--- src/rtl/ysyx22040413_multi_cycle_cpu.sv ---
// Multi-cycle RV subset core: FETCH handshakes one instruction and decodes it on the ack cycle,
// EXEC presents the registered retire results and commits them at its closing edge.
module ysyx22040413_multi_cycle_cpu #(
  parameter int unsigned     XLEN     = 64,
  parameter logic [XLEN-1:0] RESET_PC = XLEN'('h8000_0000),
  parameter int unsigned     NREG     = 32
) (
  input  logic            clk,
  input  logic            rst,
  output logic            inst_req,
  output logic [XLEN-1:0] inst_addr,
  input  logic            inst_ack,
  input  logic [31:0]     inst_rdata,
  output logic            commit,
  output logic [XLEN-1:0] commit_pc,
  output logic            rd_w_ena,
  output logic [4:0]      rd_w_addr,
  output logic [XLEN-1:0] rd_data,
  output logic            halt,
  output logic            illegal
);
  localparam int unsigned RIW      = $clog2(NREG);
  localparam logic [5:0]  NREG_LIM = 6'(NREG);

  typedef enum logic [1:0] {FETCH, EXEC, HALT} state_e;

  state_e          state_q, state_d;
  logic [XLEN-1:0] pc_q;
  logic [XLEN-1:0] regs_q [NREG];
  logic            commit_q, commit_d;
  logic            wen_q, wen_d;
  logic [4:0]      waddr_q, waddr_d;
  logic [XLEN-1:0] wdata_q, wdata_d;
  logic [XLEN-1:0] npc_q, npc_d;
  logic            ebreak_q, ebreak_d;
  logic            bad_q, bad_d;
  logic            halt_q, halt_d;
  logic            illegal_q, illegal_d;

  logic [6:0]      opc, f7;
  logic [4:0]      rd_f, rs1_f, rs2_f;
  logic [2:0]      f3;
  logic [XLEN-1:0] rs1_v, rs2_v, imm_i, imm_u, imm_b, imm_j, pc4;
  logic            dec_legal, dec_wen, dec_ebreak, use_rd, use_rs1, use_rs2, jump;
  logic [XLEN-1:0] dec_wdata, dec_npc;

  assign opc   = inst_rdata[6:0];
  assign rd_f  = inst_rdata[11:7];
  assign f3    = inst_rdata[14:12];
  assign rs1_f = inst_rdata[19:15];
  assign rs2_f = inst_rdata[24:20];
  assign f7    = inst_rdata[31:25];

  assign rs1_v = regs_q[rs1_f[RIW-1:0]];
  assign rs2_v = regs_q[rs2_f[RIW-1:0]];
  assign imm_i = XLEN'($signed(inst_rdata[31:20]));
  assign imm_u = XLEN'($signed({inst_rdata[31:12], 12'b0}));
  assign imm_b = XLEN'($signed({inst_rdata[31], inst_rdata[7], inst_rdata[30:25],
                                inst_rdata[11:8], 1'b0}));
  assign imm_j = XLEN'($signed({inst_rdata[31], inst_rdata[19:12], inst_rdata[20],
                                inst_rdata[30:21], 1'b0}));
  assign pc4   = pc_q + XLEN'(4);

  // Decode of the instruction on the bus; only consumed on the ack cycle.
  always_comb begin
    dec_legal  = 1'b1;
    dec_wen    = 1'b0;
    dec_wdata  = '0;
    dec_npc    = pc4;
    dec_ebreak = 1'b0;
    use_rd     = 1'b0;
    use_rs1    = 1'b0;
    use_rs2    = 1'b0;
    jump       = 1'b0;
    case (opc)
      7'b0110111: begin use_rd = 1'b1; dec_wen = 1'b1; dec_wdata = imm_u; end
      7'b0010111: begin use_rd = 1'b1; dec_wen = 1'b1; dec_wdata = pc_q + imm_u; end
      7'b0010011: begin
        use_rd = 1'b1; use_rs1 = 1'b1; dec_wen = 1'b1;
        dec_wdata = rs1_v + imm_i;
        dec_legal = (f3 == 3'b000);
      end
      7'b0110011: begin
        use_rd = 1'b1; use_rs1 = 1'b1; use_rs2 = 1'b1; dec_wen = 1'b1;
        case ({f7, f3})
          10'b0000000_000: dec_wdata = rs1_v + rs2_v;
          10'b0100000_000: dec_wdata = rs1_v - rs2_v;
          10'b0000000_111: dec_wdata = rs1_v & rs2_v;
          10'b0000000_110: dec_wdata = rs1_v | rs2_v;
          10'b0000000_100: dec_wdata = rs1_v ^ rs2_v;
          10'b0000000_010: dec_wdata = XLEN'($signed(rs1_v) < $signed(rs2_v));
          10'b0000000_011: dec_wdata = XLEN'(rs1_v < rs2_v);
          default:         dec_legal = 1'b0;
        endcase
      end
      7'b1101111: begin
        use_rd = 1'b1; dec_wen = 1'b1; dec_wdata = pc4;
        dec_npc = pc_q + imm_j; jump = 1'b1;
      end
      7'b1100111: begin
        use_rd = 1'b1; use_rs1 = 1'b1; dec_wen = 1'b1; dec_wdata = pc4;
        dec_npc = (rs1_v + imm_i) & ~XLEN'(1); jump = 1'b1;
        dec_legal = (f3 == 3'b000);
      end
      7'b1100011: begin
        use_rs1 = 1'b1; use_rs2 = 1'b1;
        if (f3 == 3'b000)      jump = (rs1_v == rs2_v);
        else if (f3 == 3'b001) jump = (rs1_v != rs2_v);
        else                   dec_legal = 1'b0;
        if (jump) dec_npc = pc_q + imm_b;
      end
      7'b1110011: begin
        if (inst_rdata == 32'h0010_0073) dec_ebreak = 1'b1;
        else                             dec_legal  = 1'b0;
      end
      default: dec_legal = 1'b0;
    endcase
    // Register indices beyond the implemented file and half-word jump targets are fatal.
    if (use_rd  && ({1'b0, rd_f}  >= NREG_LIM)) dec_legal = 1'b0;
    if (use_rs1 && ({1'b0, rs1_f} >= NREG_LIM)) dec_legal = 1'b0;
    if (use_rs2 && ({1'b0, rs2_f} >= NREG_LIM)) dec_legal = 1'b0;
    if (jump && dec_npc[1]) dec_legal = 1'b0;
    if (rd_f == 5'd0) dec_wen = 1'b0;
  end

  always_comb begin
    state_d   = state_q;
    commit_d  = 1'b0;
    wen_d     = 1'b0;
    waddr_d   = waddr_q;
    wdata_d   = wdata_q;
    npc_d     = npc_q;
    ebreak_d  = ebreak_q;
    bad_d     = bad_q;
    halt_d    = halt_q;
    illegal_d = illegal_q;
    case (state_q)
      FETCH: begin
        if (inst_ack) begin
          state_d  = EXEC;
          commit_d = dec_legal;
          wen_d    = dec_legal & dec_wen;
          waddr_d  = rd_f;
          wdata_d  = dec_wdata;
          npc_d    = dec_legal ? dec_npc : pc_q;
          ebreak_d = dec_ebreak;
          bad_d    = ~dec_legal;
        end
      end
      EXEC: begin
        state_d   = (bad_q || ebreak_q) ? HALT : FETCH;
        halt_d    = halt_q | ebreak_q;
        illegal_d = illegal_q | bad_q;
      end
      HALT:    state_d = HALT;
      default: state_d = FETCH;
    endcase
  end

  always_ff @(posedge clk or negedge rst) begin
    if (!rst) begin
      state_q   <= FETCH;
      commit_q  <= 1'b0;
      wen_q     <= 1'b0;
      waddr_q   <= '0;
      wdata_q   <= '0;
      npc_q     <= RESET_PC;
      ebreak_q  <= 1'b0;
      bad_q     <= 1'b0;
      halt_q    <= 1'b0;
      illegal_q <= 1'b0;
    end else begin
      state_q   <= state_d;
      commit_q  <= commit_d;
      wen_q     <= wen_d;
      waddr_q   <= waddr_d;
      wdata_q   <= wdata_d;
      npc_q     <= npc_d;
      ebreak_q  <= ebreak_d;
      bad_q     <= bad_d;
      halt_q    <= halt_d;
      illegal_q <= illegal_d;
    end
  end

  // Architectural state changes only at the closing edge of EXEC.
  always_ff @(posedge clk or negedge rst) begin
    if (!rst) begin
      pc_q <= RESET_PC;
      for (int unsigned i = 0; i < NREG; i++) regs_q[RIW'(i)] <= '0;
    end else if (state_q == EXEC) begin
      pc_q <= npc_q;
      if (wen_q) regs_q[waddr_q[RIW-1:0]] <= wdata_q;
    end
  end

  assign inst_req  = rst & (state_q == FETCH);
  assign inst_addr = pc_q;
  assign commit    = commit_q;
  assign commit_pc = pc_q;
  assign rd_w_ena  = wen_q;
  assign rd_w_addr = waddr_q;
  assign rd_data   = wdata_q;
  assign halt      = halt_q;
  assign illegal   = illegal_q;

endmodule

--- config.mk ---
export PLATFORM = sky130hd
export DESIGN_NAME = ysyx22040413_multi_cycle_cpu
export DESIGN_NICKNAME = d
export VERILOG_FILES = /design/src/rtl/ysyx22040413_multi_cycle_cpu.sv
export SDC_FILE = /design/constraint.sdc
export NUM_CORES = 2
export LEC_CHECK = 0
export BUFFER_PORTS_ARGS = -buffer_cell sky130_fd_sc_hd__buf_4
export CORE_UTILIZATION = 25
export CTS_CLUSTER_DIAMETER = 100
export CTS_CLUSTER_SIZE = 14
export DETAILED_ROUTE_END_ITERATION = 10
export GPL_TIMING_DRIVEN = 0
export SKIP_LAST_GASP = 1
export SLEW_MARGIN = 10
export SYNTH_ARGS = -nofsm -noshare
export SYNTH_HDL_FRONTEND = slang
export SYNTH_SLANG_ARGS = --single-unit
--- constraint.sdc ---
create_clock -name clk -period 4.9 [get_ports clk]
set_input_delay 0.98 -clock clk [delete_from_list [all_inputs] [get_ports clk]]
set_output_delay 0.98 -clock clk [all_outputs]
set_load 0.005 [all_outputs]
==> results.sh <==
export IMPL_status="finished, violations left"
export IMPL_violations="capacitance limit, slew limit, setup timing"
export IMPL_synthMuxAreaShare_pct=37.8
export IMPL_routedWlPerCell_um=37.9
export IMPL_synthDistinctLibCells=113
export IMPL_gr_usage_all_layers_pct=24.8
export IMPL_dr_pass1_iters=10
export IMPL_worst_ep_arrival_time_ns=7.14
export IMPL_cellLeakagePower_uw=0.0749
export IMPL_vias=119356
export IMPL_drive_gt1_share_pct=43.8
export IMPL_maxCapViolations=4
export IMPL_power_total_uw=46700
export IMPL_criticalPathCategory="input port to flop"
export IMPL_max_freq_mhz=159
export IMPL_syn_nets=11744
export IMPL_layout_common_cells="dfrtp_1, mux2_2, mux4_2"
export IMPL_io_pins=237
export IMPL_ys_flop_type="dfrtp_1"
export IMPL_cts_tree="done"
export IMPL_min_to="rd_w_addr[0]$_DFFE_PN0P_"
export IMPL_finalSetupViolCount=379
export IMPL_yosysSeqAreaShare_pct=39.3
export IMPL_ant_nets=0
export IMPL_worstMarginPinSlew_ns=1.62
export IMPL_powerDensity_nw_per_um2=271
export IMPL_rrSetupSlack_ns=-0.97
export IMPL_hold_path_class="input port to flop"
export IMPL_htree_num_levels=4
export IMPL_final_core_util_pct=30.3
export IMPL_worst_clock_skew_ns=0.115
export IMPL_core_um2=570000
export IMPL_syn2layout_area_growth_pct=20.5
export IMPL_synth_seq_cells=2253
export IMPL_slew_violations=34
export IMPL_ir_worst_vdd_mv=0.340
export IMPL_synth_simple_area_share_pct=5.22
export IMPL_final_common_cell="dfrtp_1"
export IMPL_numCtsBuffers=191
export IMPL_die_w_um=759
export IMPL_cts_root_buf="clkbuf_16"
export IMPL_cts_reportedPaths_clkPinSlew_ns=0.07
export IMPL_rsz0062_at_grt="yes"
export IMPL_fp_dieArea_um2=576000
export IMPL_worstSetupStartpointType="input port"
export IMPL_grt_ovfl_total=0
export IMPL_min_period_over_period_pct=129
export IMPL_cts_num_sinks=2253
export IMPL_antenna_found_initial=71
export IMPL_ys_warn_count=0
export IMPL_setup_tns_final_ns=-184.95
export IMPL_critical_path_max_fanout=10
export IMPL_clockBufferDepth=4
export IMPL_num_rows=277
export IMPL_cp_required_ns=5.75
export IMPL_end_kind="flop"
export IMPL_dpl_cell_area_um2=157000
export IMPL_routed_wl_um=749000
export IMPL_port_buffers=235
export IMPL_drt_iter0_markers=17698
export IMPL_nets=12536
export IMPL_final_area_um2=173000
export IMPL_synth_edff_count=0
export IMPL_avgSynthCellArea_um2=12.6
export IMPL_grt_max_degree=168
export IMPL_reg2reg_depth=16
export IMPL_rr_startpoint="regs_q[63]$_DFFE_PN0P_"
export IMPL_finalHoldViolCount=0
export IMPL_fin_crit_ns=6.30
export IMPL_initial_core_util_pct=25.1
export IMPL_holdPathStages=3
export IMPL_synth_xor_area_share_pct=1.61
export IMPL_vias_per_cell=6.04
export IMPL_die_height_um=759
export IMPL_hpwl_um=544000
export IMPL_synth_compound_area_share_pct=9.02
export IMPL_clk_latency_ns=1.02
export IMPL_synth_cells=11343
export IMPL_syn_cell_area_um2=143000
export IMPL_async_reset_ff_share_pct=100
export IMPL_hp_start="inst_rdata[7]"
export IMPL_grt_pass1_vias=113477
export IMPL_synth_top_family_by_area="multiplexers"
export IMPL_route_detailed_drc=0
export IMPL_place_congestion=1.02
export IMPL_regToRegEndpoint="npc_q[39]$_DFFE_PN0P_"
export IMPL_max_slew_margin_pct=-8.30
export IMPL_setup_slack_ns=-1.40
export IMPL_grt_pass1_wl_um=994000
export IMPL_hold_ws_ns=0.268
export IMPL_synthAdderAreaFrac_pct=3.23
worst max-delay path by stage:
stage / from / endpoint / slack [ns]
2_1_floorplan: inst_rdata[15] / npc_q[60]$_DFFE_PN0P_ / -0.62
3_3_place_gp: rst / regs_q[281]$_DFFE_PN0P_ / -28.11
3_5_place_dp: inst_rdata[21] / npc_q[21]$_DFFE_PN0P_ / -5.84
4_1_cts: inst_rdata[15] / npc_q[59]$_DFFE_PN0P_ / -1.06
5_1_grt: inst_rdata[18] / rd_data[58]$_DFFE_PN0P_ / -1.17
6_report: inst_rdata[16] / rd_data[16]$_DFFE_PN0P_ / -1.40
routing by layer:
metal	up-vias	wire (µm)	track usage (%)
met5	-	801	0.810
met4	48	47100	12.6
met3	2239	110000	11.1
met2	9112	312000	35.8
met1	62784	279000	31.1
li1	45173	-	-
synth_stat cells (95+ instances only):
library cell,number,area share (%)
a21o_1,129,0.68
a21oi_1,593,2.1
buf_1,120,0.31
clkbuf_1,829,2.2
dfrtp_1,2251,39
ha_1,360,3.1
inv_1,248,0.65
mux2_2,2115,17
mux2i_1,153,1.1
mux4_2,1280,20
nand2_1,516,1.4
nand3_1,111,0.39
nand4_1,110,0.48
nor2_1,413,1.1
nor3_1,101,0.35
o21ai_0,399,1.4
xnor2_1,168,1.0
xor2_1,95,0.58
flip-flops by register name, indices dropped and copies added (netlist names):
name and flops:
bad_q 1, commit 1, commit_pc 64, ebreak_q 1, halt 1, illegal 1, npc_q 64, rd_data 64
rd_w_addr 5, rd_w_ena 1, regs_q 2048, state_q 2
logic make-up (layout without fill, tap and decap cells):
kind of cell	count (synthesis)	in the layout
other cells	0	52
flops	2253	2253
compound gates	2006	2006
mux	3550	3550
fa+ha+maj	366	366
simple gates	1560	1560
xor+xnor	263	263
buf+inv	1345	2166
worst max-delay path, cell delays in order:
cell	delay, ns
buf_4	0.15
buf_8	0.22
clkbuf_16	0.25
clkbuf_16	0.24
clkbuf_8	0.29
mux4_2	0.35
mux4_2	0.53
mux2i_4	0.19
buf_12	0.16
inv_1	0.10
ha_1	0.26
fa_2	0.40
a21o_1	0.20
nand4_1	0.17
a21oi_4	0.11
nor2_1	0.15
nor2_1	0.06
o21ai_1	0.19
xnor2_2	0.18
a222oi_1	1.16
o21ai_2	0.33
a22o_1	0.35
through the flow:
step                cells  setup WS, ns
floorplan           11343        -0.622
global placement    19111        -28.11
detailed placement  19166         -5.84
CTS                 19568         -1.06
global route        19705         -1.17
finish              19749         -1.40
timing repair:
action / in CTS / in global routing
setup buffers: 175 / 125
resized for setup: 926 / 439
pin swaps: 61 / 96
endpoints found under the hold margin: 84 / 0
hold buffers: 1 / 0
endpoints found under the setup margin: 138 / 318
gates cloned: 10 / 13
report_power, final:
group / switching [µW] / total [µW] / internal (µW)
registers: 1110 / 20100 / 19000
clock network: 7870 / 15000 / 7160
logic: 7810 / 11600 / 3840
total: 16800 / 46700 / 30000
cell type report:
cell class                 instances  area [µm²]
clock inverter                    27         425
tap                             7533        9430
multi-input combinational       7745       85600
antenna                           52         130
timing repair buffer             612        6650
inverter                         252         967
clock buffer                     195        4810
fill                           57397      397000
buffer                          1080        8280
sequential                      2253       56400
No activity file was read; power rests on OpenSTA's default activity.
